<file path="src/rtl/entropy_health_pkg.sv">
// Shared types, cause bit positions and counter-width helpers for the entropy health monitor.
package entropy_health_pkg;

  typedef enum logic [1:0] {
    IDLE = 2'd0,
    RUN  = 2'd1,
    FAIL = 2'd2
  } ch_state_e;

  localparam int unsigned CAUSE_RCT = 0;
  localparam int unsigned CAUSE_APT = 1;
  localparam int unsigned CAUSE_W   = 2;

  // Width of a counter that must hold values 0..limit inclusive.
  function automatic int unsigned cnt_w(input int unsigned limit);
    return $clog2(limit + 1);
  endfunction

endpackage

</file>
<file path="src/rtl/entropy_health_monitor_if.sv">
// Sample/alarm bus between the QRNG sources, the health monitor and the Guard logic.
interface entropy_health_monitor_if #(
  parameter int unsigned NUM_CH = 4,
  parameter int unsigned DATA_W = 64
);

  logic [NUM_CH-1:0]        in_valid;
  logic [NUM_CH*DATA_W-1:0] in_data;
  logic [NUM_CH-1:0]        alarm_clear;
  logic [NUM_CH-1:0]        alarm;
  logic                     alarm_any;
  logic [2*NUM_CH-1:0]      fail_cause;
  logic [NUM_CH-1:0]        ch_ok;

  modport master (
    output in_valid, in_data, alarm_clear,
    input  alarm, alarm_any, fail_cause, ch_ok
  );

  modport slave (
    input  in_valid, in_data, alarm_clear,
    output alarm, alarm_any, fail_cause, ch_ok
  );

endinterface

</file>
<file path="src/rtl/entropy_health_channel.sv">
// One entropy channel: IDLE/RUN/FAIL FSM with repetition-count and adaptive-proportion tests.
// Optional start-up gating of ch_ok is enabled by defining ENTROPY_HEALTH_STARTUP_EN.
module entropy_health_channel
  import entropy_health_pkg::*;
#(
  parameter int unsigned DATA_W          = 64,
  parameter int unsigned RCT_CUTOFF      = 32,
  parameter int unsigned APT_WINDOW      = 512,
  parameter int unsigned APT_CUTOFF      = 64,
  parameter int unsigned STARTUP_SAMPLES = 1024
) (
  input  logic              clk,
  input  logic              reset_n,
  input  logic              in_valid,
  input  logic [DATA_W-1:0] in_data,
  input  logic              alarm_clear,
  output logic              alarm,
  output logic [CAUSE_W-1:0] fail_cause,
  output logic              ch_ok
);

  localparam int unsigned RCT_W     = cnt_w(RCT_CUTOFF);
  localparam int unsigned APT_CNT_W = cnt_w(APT_CUTOFF);
  localparam int unsigned APT_IDX_W = cnt_w(APT_WINDOW);

  // Elaboration-time guard on the configuration limits.
  if (RCT_CUTOFF < 2 || APT_WINDOW < 2 || APT_CUTOFF < 2 || APT_CUTOFF > APT_WINDOW ||
      STARTUP_SAMPLES < 1) begin : g_bad_cfg
    $error("entropy_health_channel: illegal cutoff/window configuration");
  end

  ch_state_e            state_q, state_nxt;
  logic [DATA_W-1:0]    last_q, apt_ref_q;
  logic [RCT_W-1:0]     rct_cnt_q, rct_nxt;
  logic [APT_IDX_W-1:0] apt_idx_q, apt_idx_nxt;
  logic [APT_CNT_W-1:0] apt_cnt_q, apt_cnt_nxt;
  logic [CAUSE_W-1:0]   cause_q;
  logic                 apt_roll, rct_fail, apt_fail, any_fail;

  // Candidate counter updates and test verdicts for the sample on in_data.
  always_comb begin
    rct_nxt     = (in_data == last_q) ? rct_cnt_q + RCT_W'(1) : RCT_W'(1);
    apt_roll    = (apt_idx_q == APT_IDX_W'(APT_WINDOW));
    apt_idx_nxt = apt_roll ? APT_IDX_W'(1) : apt_idx_q + APT_IDX_W'(1);
    apt_cnt_nxt = apt_cnt_q;
    if (apt_roll) begin
      apt_cnt_nxt = APT_CNT_W'(1);
    end else if (in_data == apt_ref_q) begin
      apt_cnt_nxt = apt_cnt_q + APT_CNT_W'(1);
    end
    rct_fail = (rct_nxt >= RCT_W'(RCT_CUTOFF));
    apt_fail = !apt_roll && (apt_cnt_nxt >= APT_CNT_W'(APT_CUTOFF));
    any_fail = rct_fail || apt_fail;
  end

  // State register.
  always_ff @(posedge clk or negedge reset_n) begin
    if (!reset_n) begin
      state_q <= IDLE;
    end else begin
      state_q <= state_nxt;
    end
  end

  // Next state: clear dominates, otherwise only a valid sample can move the channel.
  always_comb begin
    state_nxt = state_q;
    if (alarm_clear) begin
      state_nxt = IDLE;
    end else if (in_valid) begin
      case (state_q)
        IDLE:    state_nxt = RUN;
        RUN:     state_nxt = any_fail ? FAIL : RUN;
        default: state_nxt = state_q;
      endcase
    end
  end

  // Test counters and sticky cause; frozen outside IDLE/RUN sample consumption.
  always_ff @(posedge clk or negedge reset_n) begin
    if (!reset_n) begin
      last_q    <= '0;
      apt_ref_q <= '0;
      rct_cnt_q <= '0;
      apt_idx_q <= '0;
      apt_cnt_q <= '0;
      cause_q   <= '0;
    end else if (alarm_clear) begin
      last_q    <= '0;
      apt_ref_q <= '0;
      rct_cnt_q <= '0;
      apt_idx_q <= '0;
      apt_cnt_q <= '0;
      cause_q   <= '0;
    end else if (in_valid) begin
      case (state_q)
        IDLE: begin
          last_q    <= in_data;
          apt_ref_q <= in_data;
          rct_cnt_q <= RCT_W'(1);
          apt_idx_q <= APT_IDX_W'(1);
          apt_cnt_q <= APT_CNT_W'(1);
        end
        RUN: begin
          last_q             <= in_data;
          rct_cnt_q          <= rct_nxt;
          apt_idx_q          <= apt_idx_nxt;
          apt_cnt_q          <= apt_cnt_nxt;
          cause_q[CAUSE_RCT] <= rct_fail;
          cause_q[CAUSE_APT] <= apt_fail;
          if (apt_roll) begin
            apt_ref_q <= in_data;
          end
        end
        default: ;
      endcase
    end
  end

`ifdef ENTROPY_HEALTH_STARTUP_EN
  localparam int unsigned SU_W = cnt_w(STARTUP_SAMPLES);

  logic [SU_W-1:0] su_cnt_q;
  logic            su_done;

  assign su_done = (su_cnt_q == SU_W'(STARTUP_SAMPLES));

  // Start-up counter: passing samples consumed in RUN, saturating at the threshold.
  always_ff @(posedge clk or negedge reset_n) begin
    if (!reset_n) begin
      su_cnt_q <= '0;
    end else if (alarm_clear) begin
      su_cnt_q <= '0;
    end else if (in_valid && state_q == RUN && !any_fail && !su_done) begin
      su_cnt_q <= su_cnt_q + SU_W'(1);
    end
  end
`else
  logic su_done;

  assign su_done = 1'b1;
`endif

  // Outputs decoded from registered state only.
  always_comb begin
    alarm      = (state_q == FAIL);
    fail_cause = cause_q;
    ch_ok      = (state_q == RUN) && su_done;
  end

endmodule

</file>
<file path="src/rtl/entropy_health_monitor.sv">
// Multi-channel continuous health monitor for QRNG entropy sources (RCT + APT per channel).
// Optional feature macro: ENTROPY_HEALTH_STARTUP_EN gates ch_ok behind a start-up sample count.
module entropy_health_monitor
  import entropy_health_pkg::*;
#(
  parameter int unsigned DATA_W          = 64,
  parameter int unsigned NUM_CH          = 4,
  parameter int unsigned RCT_CUTOFF      = 32,
  parameter int unsigned APT_WINDOW      = 512,
  parameter int unsigned APT_CUTOFF      = 64,
  parameter int unsigned STARTUP_SAMPLES = 1024
) (
  input  logic                     clk,
  input  logic                     reset_n,
  entropy_health_monitor_if.slave  bus
);

  logic [NUM_CH-1:0]         alarm_w;
  logic [NUM_CH-1:0]         ok_w;
  logic [CAUSE_W*NUM_CH-1:0] cause_w;

  // Independent per-channel monitors.
  for (genvar c = 0; c < NUM_CH; c++) begin : g_ch
    entropy_health_channel #(
      .DATA_W          (DATA_W),
      .RCT_CUTOFF      (RCT_CUTOFF),
      .APT_WINDOW      (APT_WINDOW),
      .APT_CUTOFF      (APT_CUTOFF),
      .STARTUP_SAMPLES (STARTUP_SAMPLES)
    ) u_ch (
      .clk         (clk),
      .reset_n     (reset_n),
      .in_valid    (bus.in_valid[c]),
      .in_data     (bus.in_data[c*DATA_W +: DATA_W]),
      .alarm_clear (bus.alarm_clear[c]),
      .alarm       (alarm_w[c]),
      .fail_cause  (cause_w[c*CAUSE_W +: CAUSE_W]),
      .ch_ok       (ok_w[c])
    );
  end

  assign bus.alarm      = alarm_w;
  assign bus.alarm_any  = |alarm_w;
  assign bus.fail_cause = cause_w;
  assign bus.ch_ok      = ok_w;

endmodule

</file>
<file path="src/flat_wrapper.sv">
// flat-port wrapper written by rule: the top's interface ports become plain ports
module entropy_health_monitor_flat import entropy_health_pkg::*;
#(
  parameter int unsigned DATA_W          = 64,
  parameter int unsigned NUM_CH          = 4,
  parameter int unsigned RCT_CUTOFF      = 32,
  parameter int unsigned APT_WINDOW      = 512,
  parameter int unsigned APT_CUTOFF      = 64,
  parameter int unsigned STARTUP_SAMPLES = 1024
)
  (clk, reset_n, bus_in_valid, bus_in_data, bus_alarm_clear, bus_alarm, bus_alarm_any, bus_fail_cause, bus_ch_ok);
  entropy_health_monitor_if #(.NUM_CH(NUM_CH), .DATA_W(DATA_W)) bus_i ();
  input  logic clk;
  input  logic reset_n;
  input wire logic [$bits(bus_i.in_valid)-1:0] bus_in_valid;
  input wire logic [$bits(bus_i.in_data)-1:0] bus_in_data;
  input wire logic [$bits(bus_i.alarm_clear)-1:0] bus_alarm_clear;
  output wire logic [$bits(bus_i.alarm)-1:0] bus_alarm;
  output wire logic [$bits(bus_i.alarm_any)-1:0] bus_alarm_any;
  output wire logic [$bits(bus_i.fail_cause)-1:0] bus_fail_cause;
  output wire logic [$bits(bus_i.ch_ok)-1:0] bus_ch_ok;
  assign bus_i.in_valid = bus_in_valid;
  assign bus_i.in_data = bus_in_data;
  assign bus_i.alarm_clear = bus_alarm_clear;
  assign bus_alarm = bus_i.alarm;
  assign bus_alarm_any = bus_i.alarm_any;
  assign bus_fail_cause = bus_i.fail_cause;
  assign bus_ch_ok = bus_i.ch_ok;
  entropy_health_monitor #(.DATA_W(DATA_W), .NUM_CH(NUM_CH), .RCT_CUTOFF(RCT_CUTOFF), .APT_WINDOW(APT_WINDOW), .APT_CUTOFF(APT_CUTOFF), .STARTUP_SAMPLES(STARTUP_SAMPLES)) u_core (.clk(clk), .reset_n(reset_n), .bus(bus_i));
endmodule
</file>
<file path="config.mk">
export PLATFORM = sky130hd
export DESIGN_NAME = entropy_health_monitor_flat
export DESIGN_NICKNAME = d
export VERILOG_FILES = /design/src/rtl/entropy_health_pkg.sv /design/src/rtl/entropy_health_monitor_if.sv /design/src/rtl/entropy_health_channel.sv /design/src/rtl/entropy_health_monitor.sv /design/src/flat_wrapper.sv
export SDC_FILE = /design/constraint.sdc
export NUM_CORES = 1
export LEC_CHECK = 0
export ABC_AREA = 1
export CAP_MARGIN = 15
export CORE_MARGIN = 2
export CORE_UTILIZATION = 40
export CTS_BUF_LIST = sky130_fd_sc_hd__clkbuf_8 sky130_fd_sc_hd__clkbuf_16
export DETAILED_ROUTE_END_ITERATION = 12
export PLACE_DENSITY = 0.63
export RECOVER_POWER = 50
export SKIP_CTS_REPAIR_TIMING = 1
export SLEW_MARGIN = 10
export SYNTH_ARGS = -nofsm -noshare
export SYNTH_HDL_FRONTEND = slang
export SYNTH_SLANG_ARGS = --single-unit
</file>
<file path="constraint.sdc">
create_clock -name clk -period 1.75 [get_ports clk]
set_input_delay 0.35 -clock clk [delete_from_list [all_inputs] [get_ports clk]]
set_output_delay 0.35 -clock clk [all_outputs]
set_load 0.01 [all_outputs]
</file>
==> reports/summary.txt <==
Root Buffer -> clkbuf_16
die width -> 287 µm
vias in the first global route -> 27400
CTS Buffer Depth -> 3
Vias/cell -> 4.95
routed wire length -> 90400 µm
Max VDD drop -> 0.727 mV
TritonCTS clock tree -> built
io pins -> 283
syn nets -> 4099
placer's final routability congestion estimate -> 0.844
largest net degree at the start of global routing -> 74
CP Launch Type -> flip-flop
synth unique cells -> 52
Inserted Clock Buffers -> 73
post-route minimum period -> 2.16 ns
Worst EP arrival -> 1.81 ns
power per cell area -> 862 mW/mm²
crit path max fanout -> 2
Setup WS pre-CTS -> -0.699 ns
share of cells above drive strength 1 -> 0.230
Total GRT Usage -> 0.207
flop2flop setup slack -> -0.12 ns
global-route wire length before repair -> 140000 µm
Die H -> 287 µm
Initial DRT Pass Iterations -> 5
DRC -> 0
final net count -> 4843
area delta synth->final -> 39.2%
Final Cycle Share -> 1.24
worst hold path type -> input port to flip-flop
Cell Area, Placed -> 0.0397 mm²
syn_area_per_cell -> 8.40 µm²
Leak -> 21.5 nW
Die ar. -> 0.0824 mm²
DRT iter0 DRCs -> 1642
number of core rows -> 103
Slew Limit Fails -> 0
Synth Cell Area -> 0.0321 mm²
cell count after synthesis -> 3817
clk_skew -> 0.0305 ns
Fillers -> 7003
Critical Path Sink Type -> primary output
reg2reg end -> u_core.g_ch[0].u_ch.apt_idx_q[4]$_DFFE_PN0P_
CTS clock-pin slew for the worst setup and hold paths -> 0.06 ns
status -> finished, violations left
Max-cap violations -> 0
clk sinks -> 620
Layout Cells excl Fill -> 5673
I/O Buffers -> 282
CTS H-tree lvls -> 3
post-route cell area -> 0.0446 mm²
failing checks -> setup timing
wire length per cell -> 15.9 µm
fraction of registers with async set/reset -> 1.00
number of setup violations in the final report -> 527
Max Freq -> 462 MHz
hold path start -> bus_alarm_clear[1]
Skew-Pair Late Insertion Delay -> 0.62 ns
Worst Setup EP -> bus_alarm_any
Critical Path RT -> 1.40 ns
Top FF cell, synth -> dfrtp_1
Final Hold Violating Endpoints -> 0
Post-synth EDFFs -> 0
FF-to-FF Start -> u_core.g_ch[0].u_ch.apt_idx_q[7]$_DFFE_PN0P_
DRT antenna net count -> 0
Initial Utilization -> 0.405
core area -> 0.0791 mm²
Least-Margin Pin Slew -> 1.44 ns
Synth Warn # -> 0
cells on worst reg2reg path -> 6
GRT overflow -> 0
sequential share of the synthesized area -> 0.484
unrepaired setup endpoints after global routing -> yes
initial antenna violation count -> 9
final worst slack -> -0.413 ns
vias -> 28100
Worst Setup SP -> u_core.g_ch[3].u_ch.state_q[1]$_DFFE_PN0P_
critical path type -> flip-flop to primary output
#FFs+latches synth -> 620
Rel. slew slack -> 0.0416
Post-Place Cells -> 5480
Util after Layout -> 0.564
DP Wirelength -> 59500 µm
## worst min path at each step
stage / end / slack, ns / cells after the start
global placement: u_core.g_ch[1].u_ch.last_q[30]$_DFFE_PN0P_ / 0.21 / 1
detailed placement: u_core.g_ch[1].u_ch.last_q[30]$_DFFE_PN0P_ / 0.21 / 1
global route: u_core.g_ch[1].u_ch.apt_idx_q[4]$_DFFE_PN0P_ / 0.24 / 4
finish: u_core.g_ch[1].u_ch.apt_idx_q[4]$_DFFE_PN0P_ / 0.19 / 4
floorplan: u_core.g_ch[0].u_ch.apt_cnt_q[0]$_DFFE_PN0P_ / 0.05 / 0
CTS: u_core.g_ch[1].u_ch.last_q[30]$_DFFE_PN0P_ / -0.46 / 1
## critical path: stages (launching register included)
cell and delay, ns:
dfrtp_1 0.39, inv_2 0.06, nor2_1 0.04, buf_4 0.14, or4_4 0.42, buf_6 0.15
## cell usage after synthesis (15+ instances only)
cell type | instances | area [µm²]
inv_2 | 21 | 78.8
clkbuf_1 | 71 | 267
xnor2_1 | 171 | 1500
nor2_1 | 300 | 1130
nor3_1 | 55 | 275
o22ai_1 | 125 | 782
nand3_1 | 152 | 761
a22o_1 | 76 | 666
o21ai_1 | 21 | 105
a32o_1 | 15 | 150
dfrtp_1 | 620 | 15500
nand2_1 | 1030 | 3870
inv_1 | 395 | 1480
o21ai_0 | 211 | 1060
a21oi_1 | 38 | 190
ha_1 | 16 | 200
o31ai_2 | 43 | 538
xor2_1 | 200 | 1750
buf_2 | 43 | 215
nand4_1 | 86 | 538
o32ai_1 | 15 | 131
## layer usage
layer / track usage / up-vias / share of wire / routed length [µm]
met5: 0 / - / 0.00080 / 72
met4: 0.0564 / 12 / 0.023 / 2060
met3: 0.0337 / 156 / 0.047 / 4240
met2: 0.351 / 558 / 0.49 / 44000
met1: 0.273 / 13500 / 0.44 / 40000
li1: - / 13900 / - / -
## report_power, final
| group | leakage (nW) | internal [mW] | switching [mW] |
|---|---|---|---|
| sequential | 8.27 | 15.2 | 0.602 |
| combinational | 11.8 | 3.05 | 3.25 |
| clock | 1.33 | 9.94 | 6.42 |
| total | 21.5 | 28.2 | 10.3 |
## per-stage QoR
| step | power [mW] | hold WS, ns | TNS [ns] |
|---|---|---|---|
| 5_1_grt | 40.2 | 0.239 | -115.15 |
| 3_3_place_gp | 21.6 | 0.207 | -114.49 |
| 6_report | 38.5 | 0.195 | -45.83 |
| 2_1_floorplan | 18.7 | 0.0544 | 0 |
| 3_5_place_dp | 21.6 | 0.208 | -118.28 |
| 4_1_cts | 38.2 | -0.462 | -20.74 |
## placed cells by master, fill, tap and decap left out, types with 43 or more instances in the layout
master | synthesis | final
a22o_1 | 76 | 76
inv_1 | 395 | 380
nor2_1 | 300 | 251
o21ai_0 | 211 | 145
xor2_1 | 200 | 200
o21ai_1 | 21 | 62
clkdlybuf4s50_1 | 0 | 263
nand3_1 | 152 | 133
dfrtp_1 | 620 | 617
xnor2_1 | 171 | 164
nand2_1 | 1030 | 959
o31ai_2 | 43 | 45
clkbuf_16 | 0 | 93
o22ai_1 | 125 | 87
nand4_1 | 86 | 86
buf_4 | 14 | 445
buf_12 | 0 | 43
nand2_2 | 2 | 47
## flip-flops by register name, indices dropped and copies added (netlist names)
signal,cells
u_core.g_ch.u_ch.fail_cause,8
u_core.g_ch.u_ch.state_q,8
u_core.g_ch.u_ch.apt_cnt_q,28
u_core.g_ch.u_ch.rct_cnt_q,24
u_core.g_ch.u_ch.apt_ref_q,256
u_core.g_ch.u_ch.apt_idx_q,40
u_core.g_ch.u_ch.last_q,256
## kinds of logic after synthesis
| logic type | Yosys count | share of synthesized area |
|---|---|---|
| buffers and inverters | 568 | 0.0715 |
| XOR/XNOR | 371 | 0.101 |
| AND/OR/NAND/NOR | 1678 | 0.218 |
| adder cells (fa/ha/maj) | 16 | 0.00624 |
| AO/OA/AOI/OAI | 564 | 0.118 |
| flip-flops | 620 | 0.484 |
## cell type report
cell class	count	area, µm²	area share
multi-input combinational	2629	15700	0.352
timing repair buffer	816	7870	0.176
antenna	3	7.51	0.000168
sequential	620	15500	0.348
clock inverter	42	482	0.0108
clock buffer	92	2120	0.0475
timing repair inverter	2	12.5	0.000280
tap	1050	1310	0.0294
inverter	419	1620	0.0363
Power figures use the tool's default switching activity.
